==> src/rtl/frame_reception_pkg.sv <==
`default_nettype none
// ============================================================================
// Module  : frame_reception_pkg
// Brief   : Shared state encodings, framing constants and field lengths for
//           the Ethernet byte-stream receive path.
// Revision: 1.0  initial release
// ============================================================================
package frame_reception_pkg;

  // Encodings match the transmit side so debug state values line up
  typedef enum logic [3:0] {
    ST_IDLE     = 4'd0,
    ST_PREAMBLE = 4'd1,
    ST_DEST     = 4'd2,
    ST_SRC      = 4'd3,
    ST_TYPE     = 4'd4,
    ST_PAYLOAD  = 4'd5,
    ST_FCS      = 4'd6,
    ST_DONE     = 4'd7,
    ST_ERROR    = 4'd8,
    ST_DRAIN    = 4'd9
  } rx_state_t;

  localparam logic [7:0]  c_eth_preamble = 8'h55;
  localparam logic [7:0]  c_eth_sfd      = 8'hD5;
  localparam logic [31:0] c_crc32_poly   = 32'hEDB88320;
  localparam logic [31:0] c_crc32_init   = 32'hFFFFFFFF;
  localparam logic [47:0] c_bcast_addr   = 48'hFFFFFFFFFFFF;

  localparam int c_dest_bytes = 6;
  localparam int c_src_bytes  = 6;
  localparam int c_type_bytes = 2;
  localparam int c_fcs_bytes  = 4;

  localparam logic [2:0] c_cnt_max = 3'd7;

  // Index of the final byte of the field collected in a given state
  function automatic logic [2:0] field_last(input rx_state_t st, input int payload_bytes);
    logic [2:0] v_last;
    v_last = 3'd0;
    case (st)
      ST_DEST:    v_last = 3'(c_dest_bytes - 1);
      ST_SRC:     v_last = 3'(c_src_bytes - 1);
      ST_TYPE:    v_last = 3'(c_type_bytes - 1);
      ST_PAYLOAD: v_last = 3'(payload_bytes - 1);
      ST_FCS:     v_last = 3'(c_fcs_bytes - 1);
      default:    v_last = 3'd0;
    endcase
    return v_last;
  endfunction

endpackage
`default_nettype wire

==> src/rtl/frame_reception_if.sv <==
`default_nettype none
// ============================================================================
// Module  : frame_reception_if
// Brief   : Received byte stream plus decoded frame fields and status strobes.
// Revision: 1.0  initial release
// ============================================================================
interface frame_reception_if #(
  parameter int PAYLOAD_BYTES = 4
);

  logic [7:0]                 rx_in;
  logic                       rx_en;
  logic [47:0]                dest_addr;
  logic [47:0]                src_addr;
  logic [15:0]                eth_type;
  logic [8*PAYLOAD_BYTES-1:0] data_out;
  logic                       rx_done;
  logic                       crc_ok;
  logic                       addr_match;
  logic                       rx_err;

  // master drives the byte stream, slave is the parser
  modport master (
    output rx_in, rx_en,
    input  dest_addr, src_addr, eth_type, data_out,
    input  rx_done, crc_ok, addr_match, rx_err
  );

  modport slave (
    input  rx_in, rx_en,
    output dest_addr, src_addr, eth_type, data_out,
    output rx_done, crc_ok, addr_match, rx_err
  );

endinterface
`default_nettype wire

==> src/rtl/crc32_d8.sv <==
`default_nettype none
// ============================================================================
// Module  : crc32_d8
// Brief   : Combinational reflected CRC-32 update for one byte (LSB first).
// Revision: 1.0  initial release
// ============================================================================
module crc32_d8
  import frame_reception_pkg::*;
(
  input  logic [31:0] crc_in,
  input  logic [7:0]  byte_in,
  output logic [31:0] crc_out
);

  always_comb begin
    logic [31:0] w_acc;
    w_acc = crc_in ^ {24'd0, byte_in};
    for (int i = 0; i < 8; i++) begin
      w_acc = w_acc[0] ? ((w_acc >> 1) ^ c_crc32_poly) : (w_acc >> 1);
    end
    crc_out = w_acc;
  end

endmodule
`default_nettype wire

==> src/rtl/frame_reception.sv <==
`default_nettype none
// ============================================================================
// Module  : frame_reception
// Brief   : Byte-wide Ethernet receive parser: strips preamble/SFD, extracts
//           dest/src/type/payload and checks the FCS.
// Revision: 1.0  initial release
// ============================================================================
module frame_reception
  import frame_reception_pkg::*;
#(
  parameter int          PAYLOAD_BYTES = 4,
  parameter int          PREAMBLE_MIN  = 1,
  parameter logic [47:0] MY_ADDR       = 48'h123456789ABC
) (
  input  logic             clk,
  input  logic             rst,
  frame_reception_if.slave bus,
  output logic [3:0]       state
);

  localparam int c_data_w = 8 * PAYLOAD_BYTES;

  rx_state_t           r_state;
  rx_state_t           w_state_nxt;
  logic [2:0]          r_cnt;
  logic [2:0]          w_cnt_nxt;
  logic                w_crc_clr;
  logic                w_crc_en;
  logic [31:0]         r_crc;
  logic [31:0]         w_crc_upd;

  logic [47:0]         r_dest;
  logic [47:0]         r_src;
  logic [15:0]         r_type;
  logic [c_data_w-1:0] r_data;
  logic [c_data_w-1:0] w_data_shift;
  logic [31:0]         r_fcs;

  logic [47:0]         r_out_dest;
  logic [47:0]         r_out_src;
  logic [15:0]         r_out_type;
  logic [c_data_w-1:0] r_out_data;
  logic                r_done;
  logic                r_crc_ok;
  logic                r_addr_match;
  logic                r_err;

  crc32_d8 u_crc (
    .crc_in  (r_crc),
    .byte_in (bus.rx_in),
    .crc_out (w_crc_upd)
  );

  generate
    if (PAYLOAD_BYTES > 1) begin : g_data_wide
      assign w_data_shift = {r_data[c_data_w-9:0], bus.rx_in};
    end else begin : g_data_narrow
      assign w_data_shift = bus.rx_in;
    end
  endgenerate

  assign w_crc_en = bus.rx_en &&
                    (r_state inside {ST_DEST, ST_SRC, ST_TYPE, ST_PAYLOAD});

  always_comb begin
    w_state_nxt = r_state;
    w_cnt_nxt   = r_cnt;
    w_crc_clr   = 1'b0;
    case (r_state)
      ST_IDLE: begin
        if (bus.rx_en && (bus.rx_in == c_eth_preamble)) begin
          w_state_nxt = ST_PREAMBLE;
          w_cnt_nxt   = 3'd1;
        end
      end
      ST_PREAMBLE: begin
        if (!bus.rx_en) begin
          w_state_nxt = ST_ERROR;
          w_cnt_nxt   = 3'd0;
        end else if (bus.rx_in == c_eth_preamble) begin
          if (r_cnt != c_cnt_max) begin
            w_cnt_nxt = r_cnt + 3'd1;
          end
        end else if ((bus.rx_in == c_eth_sfd) && (int'(r_cnt) >= PREAMBLE_MIN)) begin
          w_state_nxt = ST_DEST;
          w_cnt_nxt   = 3'd0;
          w_crc_clr   = 1'b1;
        end else begin
          w_state_nxt = ST_ERROR;
          w_cnt_nxt   = 3'd0;
        end
      end
      ST_DEST, ST_SRC, ST_TYPE, ST_PAYLOAD, ST_FCS: begin
        if (!bus.rx_en) begin
          w_state_nxt = ST_ERROR;
          w_cnt_nxt   = 3'd0;
        end else if (r_cnt == field_last(r_state, PAYLOAD_BYTES)) begin
          w_cnt_nxt = 3'd0;
          case (r_state)
            ST_DEST:    w_state_nxt = ST_SRC;
            ST_SRC:     w_state_nxt = ST_TYPE;
            ST_TYPE:    w_state_nxt = ST_PAYLOAD;
            ST_PAYLOAD: w_state_nxt = ST_FCS;
            default:    w_state_nxt = ST_DONE;
          endcase
        end else begin
          w_cnt_nxt = r_cnt + 3'd1;
        end
      end
      ST_DONE: begin
        w_state_nxt = bus.rx_en ? ST_DRAIN : ST_IDLE;
        w_cnt_nxt   = 3'd0;
      end
      ST_ERROR, ST_DRAIN: begin
        if (!bus.rx_en) begin
          w_state_nxt = ST_IDLE;
        end
      end
      default: begin
        w_state_nxt = ST_IDLE;
        w_cnt_nxt   = 3'd0;
      end
    endcase
  end

  always_ff @(posedge clk) begin
    if (rst) begin
      r_state      <= ST_IDLE;
      r_cnt        <= 3'd0;
      r_crc        <= c_crc32_init;
      r_dest       <= '0;
      r_src        <= '0;
      r_type       <= '0;
      r_data       <= '0;
      r_fcs        <= '0;
      r_out_dest   <= '0;
      r_out_src    <= '0;
      r_out_type   <= '0;
      r_out_data   <= '0;
      r_done       <= 1'b0;
      r_crc_ok     <= 1'b0;
      r_addr_match <= 1'b0;
      r_err        <= 1'b0;
    end else begin
      r_state <= w_state_nxt;
      r_cnt   <= w_cnt_nxt;

      if (w_crc_clr) begin
        r_crc <= c_crc32_init;
      end else if (w_crc_en) begin
        r_crc <= w_crc_upd;
      end

      if (bus.rx_en) begin
        case (r_state)
          ST_DEST:    r_dest <= {r_dest[39:0], bus.rx_in};
          ST_SRC:     r_src  <= {r_src[39:0], bus.rx_in};
          ST_TYPE:    r_type <= {r_type[7:0], bus.rx_in};
          ST_PAYLOAD: r_data <= w_data_shift;
          // FCS arrives least-significant byte first
          ST_FCS:     r_fcs  <= {bus.rx_in, r_fcs[31:8]};
          default:    ;
        endcase
      end

      r_done <= (r_state == ST_DONE);
      r_err  <= (w_state_nxt == ST_ERROR) && (r_state != ST_ERROR);

      // Only a fully received frame ever reaches the output registers
      if (r_state == ST_DONE) begin
        r_out_dest   <= r_dest;
        r_out_src    <= r_src;
        r_out_type   <= r_type;
        r_out_data   <= r_data;
        r_crc_ok     <= (r_fcs == ~r_crc);
        r_addr_match <= (r_dest == MY_ADDR) || (r_dest == c_bcast_addr);
      end
    end
  end

  assign bus.dest_addr  = r_out_dest;
  assign bus.src_addr   = r_out_src;
  assign bus.eth_type   = r_out_type;
  assign bus.data_out   = r_out_data;
  assign bus.rx_done    = r_done;
  assign bus.crc_ok     = r_crc_ok;
  assign bus.addr_match = r_addr_match;
  assign bus.rx_err     = r_err;
  assign state          = r_state;

endmodule
`default_nettype wire

==> src/flat_wrapper.sv <==
// flat-port wrapper written by rule: the top's interface ports become plain ports
module frame_reception_flat import frame_reception_pkg::*;
#(
  parameter int          PAYLOAD_BYTES = 4,
  parameter int          PREAMBLE_MIN  = 1,
  parameter logic [47:0] MY_ADDR       = 48'h123456789ABC
)
  (clk, rst, state, bus_rx_in, bus_rx_en, bus_dest_addr, bus_src_addr, bus_eth_type, bus_data_out, bus_rx_done, bus_crc_ok, bus_addr_match, bus_rx_err);
  frame_reception_if #(.PAYLOAD_BYTES(PAYLOAD_BYTES)) bus_i ();
  input  logic clk;
  input  logic rst;
  output logic [3:0] state;
  input wire logic [$bits(bus_i.rx_in)-1:0] bus_rx_in;
  input wire logic [$bits(bus_i.rx_en)-1:0] bus_rx_en;
  output wire logic [$bits(bus_i.dest_addr)-1:0] bus_dest_addr;
  output wire logic [$bits(bus_i.src_addr)-1:0] bus_src_addr;
  output wire logic [$bits(bus_i.eth_type)-1:0] bus_eth_type;
  output wire logic [$bits(bus_i.data_out)-1:0] bus_data_out;
  output wire logic [$bits(bus_i.rx_done)-1:0] bus_rx_done;
  output wire logic [$bits(bus_i.crc_ok)-1:0] bus_crc_ok;
  output wire logic [$bits(bus_i.addr_match)-1:0] bus_addr_match;
  output wire logic [$bits(bus_i.rx_err)-1:0] bus_rx_err;
  assign bus_i.rx_in = bus_rx_in;
  assign bus_i.rx_en = bus_rx_en;
  assign bus_dest_addr = bus_i.dest_addr;
  assign bus_src_addr = bus_i.src_addr;
  assign bus_eth_type = bus_i.eth_type;
  assign bus_data_out = bus_i.data_out;
  assign bus_rx_done = bus_i.rx_done;
  assign bus_crc_ok = bus_i.crc_ok;
  assign bus_addr_match = bus_i.addr_match;
  assign bus_rx_err = bus_i.rx_err;
  frame_reception #(.PAYLOAD_BYTES(PAYLOAD_BYTES), .PREAMBLE_MIN(PREAMBLE_MIN), .MY_ADDR(MY_ADDR)) u_core (.clk(clk), .rst(rst), .bus(bus_i), .state(state));
endmodule
==> config.mk <==
export PLATFORM = sky130hd
export DESIGN_NAME = frame_reception_flat
export DESIGN_NICKNAME = d
export VERILOG_FILES = /design/src/rtl/frame_reception_pkg.sv /design/src/rtl/frame_reception_if.sv /design/src/rtl/crc32_d8.sv /design/src/rtl/frame_reception.sv /design/src/flat_wrapper.sv
export SDC_FILE = /design/constraint.sdc
export NUM_CORES = 1
export LEC_CHECK = 0
export CAP_MARGIN = 20
export CORE_MARGIN = 5
export CORE_UTILIZATION = 56
export CTS_CLUSTER_SIZE = 16
export DETAILED_ROUTE_END_ITERATION = 10
export GPL_ROUTABILITY_DRIVEN = 0
export PLACE_DENSITY = 0.79
export SETUP_SLACK_MARGIN = 0.15
export SKIP_CTS_REPAIR_TIMING = 1
export SYNTH_ARGS = -nofsm -noshare
export SYNTH_HDL_FRONTEND = slang
export SYNTH_SLANG_ARGS = --single-unit
==> constraint.sdc <==
create_clock -name clk -period 2.16 [get_ports clk]
set_input_delay 0.432 -clock clk [delete_from_list [all_inputs] [get_ports clk]]
set_output_delay 0.432 -clock clk [all_outputs]
set_load 0.05 [all_outputs]
==> flow_summary.rst <==
.. list-table::
   :header-rows: 1

   * - Metric
     - Value
   * - Peak supply drop
     - approximately 0.00048 V
   * - Flip-flop cell with the highest count after synthesis
     - dfxtp_1
   * - Minimum clock period after layout
     - slightly below 2 ns
   * - Highest metal layer used by the detailed router
     - met5
   * - Cell Count Post-Placement
     - between 2000 and 2500
   * - Number of placement rows
     - a little under 60
   * - # IOs
     - between 150 and 200
   * - Share of the synthesized area in the top cell type
     - about half
   * - Number of inserted filler cells in the final layout
     - approximately 1900
   * - Result of the run
     - complete, no violations
   * - Fraction of layout instances using a drive strength above 1
     - roughly 9%
   * - Part of the cycle the worst path needs
     - roughly nine tenths
   * - Pin slew with the least headroom to its limit
     - 0.5875 ns
   * - Remaining DRCs
     - 0
   * - R2R setup slack
     - roughly 0.23 ns
   * - Antenna-violating nets left
     - 0
   * - Wire length on met3
     - roughly 2.3 mm
   * - Area growth from synthesis to final layout
     - 28.17%
   * - Root buffer cell
     - clkbuf_16
   * - GRT Total Usage
     - roughly a quarter
   * - Initial DRT Pass Iterations
     - 5
   * - Clock slew at reported path FFs
     - ~0.06 ns
   * - WL/cell
     - roughly 16 µm
   * - Estimated wirelength of the detail-placed design
     - 24.13 mm
   * - Final worst clock skew
     - between 0.01 and 0.015 ns
   * - Syn Std Cell Area
     - 14070 µm²
   * - Setup violations, final
     - 0
   * - Worst-path cell with the longest stage delay
     - clkdlybuf4s50_1
   * - Total length of routed met2 wires
     - about 17 mm
   * - Standard cell area after detailed placement
     - approximately 16000 µm²
   * - Cells traversed along the worst timing path
     - clkdlybuf4s50_1 -> nand4b_1 -> or2_2 -> or4_1 -> o21ai_0 -> nand2_1 -> o2bb2ai_1
   * - Synth Instances
     - ~1800
   * - Routed Wire Length
     - approximately 37 mm
   * - Hold Path Class
     - in -> reg
   * - Proportion of register bits with asynchronous set or reset after synthesis
     - 0%
   * - Die Outline Area
     - between 20000 and 30000 µm²
   * - Count of warnings emitted by yosys
     - 0
   * - Final net count
     - just under 2000
   * - Critical path buffers and inverters
     - 1
   * - Antenna diode count
     - 0
   * - Setup crit end kind
     - flop
   * - Area of the multi-input gates
     - 6330 µm²
   * - Antenna violations before repair
     - 1
   * - Arrival time at the worst endpoint
     - roughly 2.4 ns
   * - Clock buffer count from CTS
     - 36
   * - LEAKAGE
     - about 8.9 nW
   * - Setup repair after global routing missed its margin
     - true
   * - Peak per-stage delay on the critical path
     - 0.63 ns
   * - Initial Util
     - 56.35%
   * - Cell types with the highest counts after synthesis
     - nand2_1 (689), dfxtp_1 (363), a21oi_1 (326), clkbuf_1 (111), xor2_1 (53)
   * - Required arrival time at the worst endpoint
     - roughly 2.6 ns
   * - Critical path startpoint category
     - primary input
   * - Later-pin clock latency in the skew report
     - around 0.52 ns
   * - Post-route cell area
     - roughly 18000 µm²
   * - Category of cells accounting for the largest share of critical-path delay
     - simple AND/OR/NAND/NOR gates
   * - Achievable frequency
     - approximately 510 MHz
   * - Number of vias per cell
     - roughly 5.5
   * - Maximum fanout encountered on the critical timing path
     - 3
   * - Number of synthesized flops with an enable pin
     - 0
   * - Routed length on met1
     - between 15 and 20 mm
   * - Per-instance average area after synthesis
     - between 7 and 8 µm²
   * - Vias in the first global route
     - about 12000
   * - Cell types with the largest area share after synthesis
     - dfxtp_1 (52%), nand2_1 (18%), a21oi_1 (12%)
   * - Initial DRC Count
     - ~1100
   * - Wire length of the first global-routing pass
     - just under 60 mm
   * - Least setup slack across all paths after layout
     - 0.2008 ns
   * - Leading cell type by number of instances after synthesis
     - nand2_1
   * - Largest net degree at the start of global routing
     - 93
   * - Total number of H-tree levels
     - 2
   * - Vias post-DR
     - about 13000
   * - Longest Clk Path Bufs
     - 3
   * - Setup TNS after final layout
     - 0 ns
   * - Max-cap violations
     - 0
   * - FF+latch area
     - between 7000 and 8000 µm²
   * - Post-Synthesis Net Count
     - 1777
   * - Sequential-to-total area share from yosys stat
     - 51.66%
   * - GRT overflow
     - 0
   * - Relative slew margins
     - between 60% and 70%
   * - PortBufs
     - approximately 160
   * - Overall power after layout
     - roughly 14 mW
   * - Floorplan die height
     - about 170 µm
   * - Cell accounting for the most synthesized area
     - dfxtp_1
   * - Area of the placeable core
     - 24960 µm²
   * - Sinks on Clock Net
     - 363
   * - Setup slack at placement
     - -0.3026 ns
   * - Final count of pins violating max slew
     - 0
   * - CTS tree
     - done
   * - Post-synthesis sequential element count
     - ~360
   * - Die X
     - 168.5 µm
   * - Cell variety after synth
     - just under 50
   * - Type of the worst setup path
     - in -> reg
   * - Post-route insts no fill
     - approximately 2300
   * - Final count of hold timing violations
     - 0
   * - Power density relative to cell area
     - approximately 760 nW/µm²
[where the power goes]
group	internal (mW)	switching, mW	leakage (nW)
Sequential	6.69	0.000216	2.93
Combinational	0.237	0.318	5.34
Clock	3.80	2.57	0.611
[final cells by class]
type	instances	share of cell area [%]
sequential	363	40.36
multi-input combinational	1267	35.11
timing repair buffer	238	15.32
clock buffer	54	6.155
tap	330	2.290
clock inverter	10	0.6384
inverter	6	0.1249
[sequential cells by signal (all words and copies together) (netlist names), 3 cells and up]
| signal | count |
|---|---|
| u_core.bus.dest_addr | 48 |
| u_core.bus.src_addr | 48 |
| u_core.r_dest | 48 |
| u_core.r_src | 48 |
| u_core.bus.data_out | 32 |
| u_core.r_crc | 32 |
| u_core.r_data | 32 |
| u_core.r_fcs | 32 |
| u_core.bus.eth_type | 16 |
| u_core.r_type | 16 |
| u_core.state | 4 |
| u_core.r_cnt | 3 |
[metal layers]
layer	global-route usage [%]	up-vias
li1	-	6069
met1	32.39	5920
met2	40.44	408
met3	4.017	102
met4	9.809	2
met5	0	-
[layout by cell type, fill, tap and decap left out, types with 3 or more instances in the layout]
cell             netlist  final
xor2_1                53     53
and3_1                 6      5
xnor2_4                4      4
dfxtp_1              363    359
o21ai_0                8      8
nand2_1              689    689
nand2b_1               6      5
ha_1                   3      3
nor4_1                10     10
nor3_1                 8      8
a21oi_1              326    326
clkbuf_16              0     38
nor2_1                12      9
o211ai_1              31     31
inv_1                  6      6
clkbuf_1             111      5
buf_12                 0     15
clkinv_2               0      6
clkdlybuf4s50_1        0      7
nand3_1                7      6
buf_4                  0     65
xnor2_2                9      9
nand4_1               22     22
xnor2_1               42     42
clkbuf_8               0     12
dlymetal6s2s_1         0    149
[stage by stage]
step | utilization, % | hold WS, ns
after floorplan | - | 0.4322
after global placement | 65.64 | 0.4420
after detailed placement | 65.64 | 0.4464
after CTS | 70.55 | 0.3330
after global routing | 72.22 | 0.3172
final | 72.22 | 0.2947
[path summary, 6_finish.rpt]
check                                 startpoint  cells past startpoint                                   end
setup reg to reg      u_core.state[2]$_SDFF_PP0_                      6          u_core.bus.rx_err$_SDFF_PP0_
setup / recovery                    bus_rx_in[6]                      7          u_core.r_cnt[1]$_SDFFE_PP0P_
hold reg to reg   u_core.r_type[10]$_SDFFE_PP0P_                      2  u_core.bus.eth_type[10]$_SDFFE_PP0P_
hold / removal                      bus_rx_in[1]                      3         u_core.r_fcs[25]$_SDFFE_PP0P_
[worst register-to-register path, stage by stage, from the launching register on]
cell,delay [ns]
dfxtp_2,0.39
nor2_4,0.25
a31oi_1,0.19
a311oi_2,0.36
xnor2_1,0.11
o31a_1,0.27
o221a_2,0.27
[logic make-up after synthesis]
family	Yosys count	synth area share [%]
xor gates and xnor gates	109	7.854
buffers and inverters	133	3.673
and+or+nand+nor	773	21.92
adders and majority gates	3	0.2669
DFF	363	51.66
AOI/OAI and AO/OA	382	14.62
(Power assumes the default switching activity.)
